### config.mk
export PLATFORM = sky130hd
export DESIGN_NAME = debug_ckpt_ctrl
export DESIGN_NICKNAME = d
export VERILOG_FILES = /design/src/rtl/debug_ckpt_pkg.sv /design/src/rtl/ckpt_shadow_rf.sv /design/src/rtl/debug_ckpt_ctrl.sv
export SDC_FILE = /design/constraint.sdc
export NUM_CORES = 1
export LEC_CHECK = 0
export BUFFER_PORTS_ARGS = -buffer_cell sky130_fd_sc_hd__clkbuf_2
export CAP_MARGIN = 40
export CELL_PAD_IN_SITES_DETAIL_PLACEMENT = 1
export CELL_PAD_IN_SITES_GLOBAL_PLACEMENT = 1
export CORE_AREA = 2 2 370 372
export CTS_CLUSTER_DIAMETER = 120
export DETAILED_ROUTE_END_ITERATION = 10
export DIE_AREA = 0 0 372 374
export HOLD_SLACK_MARGIN = 0.08
export PLACE_DENSITY_LB_ADDON = 0.08
export SETUP_SLACK_MARGIN = 0.15
export SYNTH_ARGS = -nofsm -noshare
export SYNTH_HDL_FRONTEND = slang
export SYNTH_SLANG_ARGS = --single-unit
### constraint.sdc
create_clock -name clk_i -period 7.24 [get_ports clk_i]
set_input_delay 1.448 -clock clk_i [delete_from_list [all_inputs] [get_ports clk_i]]
set_output_delay 1.448 -clock clk_i [all_outputs]
set_load 0.01 [all_outputs]
### src/rtl/debug_ckpt_pkg.sv
// Shared types and constants for the debug-port checkpoint/rollback sequencer.
package debug_ckpt_pkg;

    typedef enum logic [2:0] {
        ST_IDLE,
        ST_HALT,
        ST_REQ,
        ST_WAIT,
        ST_RESUME,
        ST_DONE
    } state_e;

    typedef enum logic [1:0] {
        OP_SAVE,
        OP_RESTORE,
        OP_VERIFY
    } op_e;

    localparam logic [14:0] DEFAULT_GPR_BASE = 15'h400;
    localparam int unsigned ADDR_STEP        = 4;

    function automatic logic [14:0] gpr_addr(input logic [14:0] base, input logic [14:0] idx);
        return base + idx * 15'(ADDR_STEP);
    endfunction

endpackage

### src/rtl/ckpt_shadow_rf.sv
// Shadow GPR file: one synchronous write port, one asynchronous read port, no reset.
module ckpt_shadow_rf #(
    parameter  int NUM_REGS = 32,
    localparam int IDX_W    = $clog2(NUM_REGS)
) (
    input  logic             clk_i,
    input  logic             we,
    input  logic [IDX_W-1:0] waddr,
    input  logic [31:0]      wdata,
    input  logic [IDX_W-1:0] raddr,
    output logic [31:0]      rdata
);

    logic [31:0] mem [NUM_REGS];

    always_ff @(posedge clk_i) begin
        if (we) begin
            mem[waddr] <= wdata;
        end
    end

    assign rdata = mem[raddr];

endmodule

### src/rtl/debug_ckpt_ctrl.sv
// Checkpoint save / rollback sequencer driving the core debug slave port.
// Optional read-back verify of restores when DEBUG_CKPT_VERIFY_EN is defined.
module debug_ckpt_ctrl
    import debug_ckpt_pkg::*;
#(
    parameter int          NUM_REGS = 32,
    parameter logic [14:0] GPR_BASE = DEFAULT_GPR_BASE
) (
    input  logic        clk_i,
    input  logic        rst_ni,
    input  logic        save_req_i,
    input  logic        restore_req_i,
    output logic        busy_o,
    output logic        done_o,
    output logic        err_o,
    output logic        ckpt_valid_o,
    output logic        mismatch_o,
    output logic        debug_req_o,
    output logic [14:0] debug_addr_o,
    output logic        debug_we_o,
    output logic [31:0] debug_wdata_o,
    input  logic        debug_gnt_i,
    input  logic        debug_rvalid_i,
    input  logic [31:0] debug_rdata_i,
    output logic        debug_halt_o,
    output logic        debug_resume_o,
    input  logic        debug_halted_i
);

    localparam int               IDX_W    = $clog2(NUM_REGS);
    localparam logic [IDX_W-1:0] LAST_IDX = IDX_W'(NUM_REGS - 1);

    state_e           state;
    op_e              op;
    logic [IDX_W-1:0] idx;
    logic             busy_q, done_q, err_q, ckpt_valid_q;
    logic             req_q, we_q, halt_q, resume_q;
    logic [14:0]      addr_q;
    logic             rf_we;
    logic [31:0]      rf_rdata;

    assign rf_we = (state == ST_WAIT) && debug_rvalid_i && (op == OP_SAVE);

    ckpt_shadow_rf #(.NUM_REGS(NUM_REGS)) u_shadow (
        .clk_i (clk_i),
        .we    (rf_we),
        .waddr (idx),
        .wdata (debug_rdata_i),
        .raddr (idx),
        .rdata (rf_rdata)
    );

`ifdef DEBUG_CKPT_VERIFY_EN
    logic mismatch_q;
    assign mismatch_o = mismatch_q;
`else
    assign mismatch_o = 1'b0;
`endif

    always_ff @(posedge clk_i or negedge rst_ni) begin
        if (!rst_ni) begin
            state        <= ST_IDLE;
            op           <= OP_SAVE;
            idx          <= '0;
            busy_q       <= 1'b0;
            done_q       <= 1'b0;
            err_q        <= 1'b0;
            ckpt_valid_q <= 1'b0;
            req_q        <= 1'b0;
            we_q         <= 1'b0;
            halt_q       <= 1'b0;
            resume_q     <= 1'b0;
            addr_q       <= '0;
`ifdef DEBUG_CKPT_VERIFY_EN
            mismatch_q   <= 1'b0;
`endif
        end else begin
            done_q <= 1'b0;
            err_q  <= 1'b0;
            case (state)
                ST_IDLE: begin
                    if (restore_req_i) begin
                        if (ckpt_valid_q) begin
                            state  <= ST_HALT;
                            op     <= OP_RESTORE;
                            busy_q <= 1'b1;
                            halt_q <= 1'b1;
`ifdef DEBUG_CKPT_VERIFY_EN
                            mismatch_q <= 1'b0;
`endif
                        end else begin
                            err_q <= 1'b1;
                        end
                    end else if (save_req_i) begin
                        // Invalidate up front so an aborted save cannot leave a stale checkpoint.
                        state        <= ST_HALT;
                        op           <= OP_SAVE;
                        busy_q       <= 1'b1;
                        halt_q       <= 1'b1;
                        ckpt_valid_q <= 1'b0;
                    end
                end
                ST_HALT: begin
                    if (debug_halted_i) begin
                        state  <= ST_REQ;
                        idx    <= '0;
                        halt_q <= 1'b0;
                        req_q  <= 1'b1;
                        addr_q <= gpr_addr(GPR_BASE, 15'd0);
                        we_q   <= (op == OP_RESTORE);
                    end
                end
                ST_REQ: begin
                    if (debug_gnt_i) begin
                        state <= ST_WAIT;
                        req_q <= 1'b0;
                        we_q  <= 1'b0;
                    end
                end
                ST_WAIT: begin
                    if (debug_rvalid_i) begin
`ifdef DEBUG_CKPT_VERIFY_EN
                        if (op == OP_VERIFY && debug_rdata_i != rf_rdata) begin
                            mismatch_q <= 1'b1;
                        end
`endif
                        if (idx == LAST_IDX) begin
`ifdef DEBUG_CKPT_VERIFY_EN
                            if (op == OP_RESTORE) begin
                                state  <= ST_REQ;
                                op     <= OP_VERIFY;
                                idx    <= '0;
                                req_q  <= 1'b1;
                                addr_q <= gpr_addr(GPR_BASE, 15'd0);
                                we_q   <= 1'b0;
                            end else begin
                                state    <= ST_RESUME;
                                resume_q <= 1'b1;
                            end
`else
                            state    <= ST_RESUME;
                            resume_q <= 1'b1;
`endif
                        end else begin
                            state  <= ST_REQ;
                            idx    <= idx + IDX_W'(1);
                            req_q  <= 1'b1;
                            addr_q <= gpr_addr(GPR_BASE, 15'(idx) + 15'd1);
                            we_q   <= (op == OP_RESTORE);
                        end
                    end
                end
                ST_RESUME: begin
                    if (!debug_halted_i) begin
                        state    <= ST_DONE;
                        resume_q <= 1'b0;
                        done_q   <= 1'b1;
                        if (op == OP_SAVE) begin
                            ckpt_valid_q <= 1'b1;
                        end
                    end
                end
                ST_DONE: begin
                    state  <= ST_IDLE;
                    busy_q <= 1'b0;
                end
                default: begin
                    state  <= ST_IDLE;
                    busy_q <= 1'b0;
                end
            endcase
        end
    end

    assign busy_o         = busy_q;
    assign done_o         = done_q;
    assign err_o          = err_q;
    assign ckpt_valid_o   = ckpt_valid_q;
    assign debug_req_o    = req_q;
    assign debug_addr_o   = addr_q;
    assign debug_we_o     = we_q;
    assign debug_wdata_o  = we_q ? rf_rdata : 32'd0;
    assign debug_halt_o   = halt_q;
    assign debug_resume_o = resume_q;

endmodule

; Word level (Yosys, flattened, before mapping)
; Memory sizes are Yosys's and may differ from the RTL's.
; Cells that the tools add are included.
[classes]
addsub = 3
eq_ne = 18
mux = 52
n_bitwise = 1
reduce_logical = 19
[ops]
columns = op, count
row1 = $mux W15, 3
row2 = $mux W32, 1
row3 = $pmux W15 S2, 1
row4 = $mux W1, 25
row5 = $mux W3, 8
row6 = $ne A2 B2 Y1 const B, 8
row7 = $mux W5, 3
row8 = $pmux W3 S5, 1
row9 = $add A11 B8 Y12 const A, 1
row10 = $reduce_and A4 Y1, 3
row11 = $pmux W5 S2, 1
row12 = $reduce_and A5 Y1, 2
row13 = $reduce_bool A2 Y1, 5
row14 = $pmux W1 S2, 4
row15 = $add A5 B1 Y6 const B, 1
row16 = $eq A3 B2 Y1 const B, 2
row17 = $mux W2, 3
row18 = $ne A3 B3 Y1 const B, 2
row19 = $pmux W1 S3, 2
row20 = $reduce_and A3 Y1, 2
row21 = $reduce_and A6 Y1, 1
row22 = $add A5 B1 Y5 const B, 1
row23 = $eq A5 B5 Y1 const B, 1
row24 = $ne A2 B1 Y1 const B, 2
row25 = other kinds (9), 10
[totals]
ff_bits = 33
mem_bits_rw = 1024
in_bits = 39
elab_cells = 106
n_memories = 1
[mem_list]
columns = memory, words, width, read_ports, rd_clocked_by_memory_dff, write_ports, line
row1 = u_shadow.mem, 32, 32, 1, 0, 1, ckpt_shadow_rf.sv:14  ; logic [31:0] mem [NUM_REGS];

; Longest topological paths before layout
[depth]
ltp_word = 5
mapped_depth = 10
mapped_depth_nobuf = 7

; Cells and area by module
; From an unflattened synthesis, not the netlist that was laid out.
[hier_totals]
hier_cells = 2379
hier_area_um2 = 41152.0
[modules_own_cells]
columns = mod, instances, cells_each, area_per_inst_um2, seq_area_each_um2
row1 = ckpt_shadow_rf, 1, 2228, 39852.0, 30749.5
row2 = debug_ckpt_ctrl, 1, 151, 1300.0, 475.5

; Worst setup path before layout
; No wires, ideal clock.
[synth_path]
kind = input-to-reg
startpoint = in debug_rvalid_i
endpoint = mem u_shadow.mem[29][0], enable pin
setup_time_ns = 0.421
arrival_ns = 3.391
path_slack_ns = 3.428
stages = 3
path_buffers = 0
cell_sequence = nor3b_1 nand2_1 nor2_1
[synth_between]
elab_chain_len = 4
[synth_rtl]
columns = item, line
row1 = start: declaration, debug_ckpt_ctrl.sv:23  ; input logic debug_rvalid_i,
row2 = $logic_and A1 B1 Y1 (2 in series), debug_ckpt_ctrl.sv:42  ; assign rf_we = (state == ST_WAIT) && debug_rvalid_i && (op == OP_SAVE);
row3 = $mux W1, ckpt_shadow_rf.sv:17  ; if (we) begin
row4 = $mux W1 (implied by the code), ckpt_shadow_rf.sv:18  ; mem[waddr] <= wdata;
row5 = end: declaration, ckpt_shadow_rf.sv:14
; Every way passes these cells.

; Worst setup path after layout
[layout_path]
startpoint = reg idx[1]
endpoint = out debug_wdata_o[23]
[layout_between]
elab_chain_len = 2
[layout_rtl]
columns = item, line
row1 = start: declaration, debug_ckpt_ctrl.sv:35  ; logic [IDX_W-1:0] idx;
row2 = start signal: assignment, debug_ckpt_ctrl.sv:146  ; idx <= idx + IDX_W'(1);
row3 = $mem_v2 Z32 W32, n/a
row4 = $mux W32, debug_ckpt_ctrl.sv:182  ; assign debug_wdata_o = we_q ? rf_rdata : 32'd0;
row5 = end: declaration, debug_ckpt_ctrl.sv:21  ; output logic [31:0] debug_wdata_o,
; Every way passes these cells.

==> impl_metrics.ini <==
[status]
status = completed

[clocking]
clkTransAtPathRegs_ns = 0.06
cts_tree = built
clockBufferDepth = 3
cts_buffers = 117
htreeDepth = 3
root_buffer = clkbuf_16
hold_buffers = 0
clock_latency_ns = 0.72
ctsResizeCount = 0
post_cts_buffers = 0
clock-sinks = 1043

[critical_path]
reg2reg_depth = 6
max_stage_delay_ns = 0.96
path_class = reg2out
path_max_fanout = 22
cp-startpoint = idx[1]
crit_path_cell_trace = or4b_2, buf_4, o22ai_1, nor4_1, a21boi_1, clkbuf_2
rr_startpoint = idx[0]
crit_end = debug_wdata_o[23]
critPathTopFamily = simple AND/OR/NAND/NOR gates
cp_num_cells = 6
endpoint_kind = output port
crit_buf_inv = 2
slowest_stage = or4b_2
crit_arrival_ns = 4.24
required_ns = 5.79
startpoint_type = flip-flop
reg2reg_to = u_shadow.mem[11][8]
r2r_setup_slack_ns = 3.14

[finish]
drive_gt1_share_pct = 16.3
layout.nets = 2399
final_util_pct = 35.0
synthToLayoutAreaGrowth_pct = 17.0

[yosys]
synth_top_family_by_area = multiplexers
syn_area_per_cell_um2 = 18.4
synth-compound-area-share_pct = 5.41
syn-instance-count = 2194
synth-seq-cells = 1043
synthMuxAreaShare_pct = 12.7
yosysSeqAreaShare_pct = 77.4
synthAdderAreaFrac_pct = 0.186
yosys_warnings = 0
synth-simple-area-share_pct = 2.40
ys_types = 44
synth_edf_count = 1024
ys_async_sr_fraction_pct = 1.82
synthesis.area_um2 = 40300
synthFlopType = edfxtp_1
synthXorXnorAreaFrac_pct = 0

[floorplan]
start_util_pct = 29.9
io_pins = 95
std_cell_rows = 135
die_w_um = 372
die_h_um = 374
core-area_um2 = 135000
die_area_um2 = 139000

[timing]
period_needed_ns = 5.68
period_share_pct = 78.5
rsz0062_at_grt = no
setup_tns_ns = 0
slew_violations = 0
finClkSkew_ns = 0.0217
slew_headroom_pct = 31.3
setup_viol = 0
tightestPinTransition_ns = 1.03
timing.fmax_ghz = 0.176
hold_viol = 0

[power]
p_int_mw = 11.2
power_frac_comb_pct = 20.5
p_leak_nw = 14.9
clkPwrFrac_pct = 35.3
ir_drop_mv = 0.291
power_density_nw_per_um2 = 331
switching_power_mw = 4.43
switching_share_pct = 28.4
total_power_mw = 15.6
seqPwrFrac_pct = 44.3

[global_routing]
grtUsageTotal_pct = 18.5
grt_overflow = 0
grt_max_degree = 130
grt_pass1_wl_um = 179000
antenna_found_initial = 12
grt_pass1_vias = 22600

[route]
wl_um = 129000
vias = 21200
drc = 0
firstDrtPassIters = 5
wl_per_cell_um = 30.4
drtIter0Drc = 1254
ant_nets = 0
via_per_inst = 5.02

[placed_design]
placement.io_buffers = 85
gp_congestion = 0.722
place.detailed.hpwl_um = 74600

[flow_run]
maxCapViolCount = 0

[worst_hold_path]
hold_path.class = reg2reg
holdPathStages = 1
worst min-delay path by stage:
stage | from | endpoint | slack (ns)
3_3_place_gp | debug_addr_o[10] | debug_addr_o[10] | 0.45
3_5_place_dp | debug_addr_o[10] | debug_addr_o[10] | 0.47
4_1_cts | debug_addr_o[10] | debug_addr_o[10] | 0.48
2_1_floorplan | debug_addr_o[10] | debug_addr_o[10] | 0.50
5_1_grt | debug_addr_o[10] | debug_addr_o[10] | 0.51
6_report | debug_addr_o[10] | debug_addr_o[10] | 0.49
power by group through the flow:
stage	logic, mW	clock network [mW]	registers (mW)
2_1_floorplan	2.25	0	6.95
3_5_place_dp	3.23	0	7.06
3_3_place_gp	3.17	0	7.05
6_report	3.19	5.51	6.91
4_1_cts	3.23	5.68	6.93
5_1_grt	3.42	5.89	6.92
cell families (layout without fill, tap and decap cells):
| kind of cell | after synthesis | in the layout |
|---|---|---|
| buffers and inverters | 148 | 394 |
| AO/OA/AOI/OAI | 314 | 314 |
| multiplexers | 513 | 513 |
| AND/OR/NAND/NOR | 169 | 169 |
| flip-flops | 1043 | 1043 |
| other | 1 | 11 |
| adder cells (fa/ha/maj) | 6 | 6 |
cell type report:
class | instances | area [um2]
flip-flops and latches | 1043 | 31200
multi-input cells | 1011 | 8740
clock buffers | 144 | 3090
fillers | 13300 | 87800
clock inverters | 69 | 420
diodes | 2 | 5.00
repair buffers | 175 | 1450
inverters | 6 | 22.5
well taps | 1781 | 2230
synth_stat cells (all sizes together), types with 5 or more instances:
cell | n | area [um2]
nand3b | 5 | 37.5
a21boi | 32 | 240
nand2 | 20 | 75.1
edfxtp | 1024 | 30700
nand4bb | 6 | 67.6
o22ai | 257 | 1800
mux2i | 513 | 5130
dfrtp | 19 | 475
nor2 | 40 | 150
inv | 6 | 22.5
nor3 | 7 | 35.0
clkbuf | 60 | 226
ha | 6 | 75.1
a21oi | 8 | 40.0
nor4 | 64 | 400
o21ai | 10 | 50.1
buf | 82 | 494
cells in the final DEF, fill, tap and decap left out, types with 6 or more instances in the layout:
cell type	n
a21boi_1	32
nor2_4	32
o22ai_2	30
buf_16	13
edfxtp_1	1024
clkbuf_2	85
buf_12	6
clkinv_1	42
ha_1	6
nor4_1	64
clkbuf_1	24
dfrtp_1	17
nor2_1	8
nor3_1	7
nand4bb_4	6
inv_1	6
a21oi_1	8
o22ai_1	227
mux2i_1	513
conb_1	9
buf_4	67
clkinv_2	17
o21ai_0	10
nand2_1	20
clkbuf_16	120
flip-flops by register name, indices dropped and copies added (netlist names):
register / count
err_o: 1
debug_halt_o: 1
state: 3
ckpt_valid_o: 1
debug_resume_o: 1
idx: 4
done_o: 1
debug_we_o: 1
debug_addr_o: 3
busy_o: 1
debug_req_o: 1
op: 1
u_shadow.mem: 1024
metal layers:
metal / GRT usage (%) / up-vias / share of wire, %
met1: 24.7 / 11400 / 44
met4: 5.42 / 8 / 2.5
li1: - / 9251 / -
met5: 0 / - / 0.041
met2: 31.1 / 379 / 49
met3: 2.62 / 165 / 3.9
stage by stage:
stage / hold WS, ns / instance area, um2 / std cells / setup WS [ns]
6_report: 0.487 / 47200 / 4231 / 1.56
5_1_grt: 0.506 / 47200 / 4229 / 1.44
4_1_cts: 0.484 / 47100 / 4227 / 1.34
2_1_floorplan: 0.504 / 40400 / 2202 / 3.43
3_5_place_dp: 0.471 / 43600 / 4014 / 2.11
3_3_place_gp: 0.455 / 43200 / 3997 / 2.12
Power figures use the tool's default switching activity.
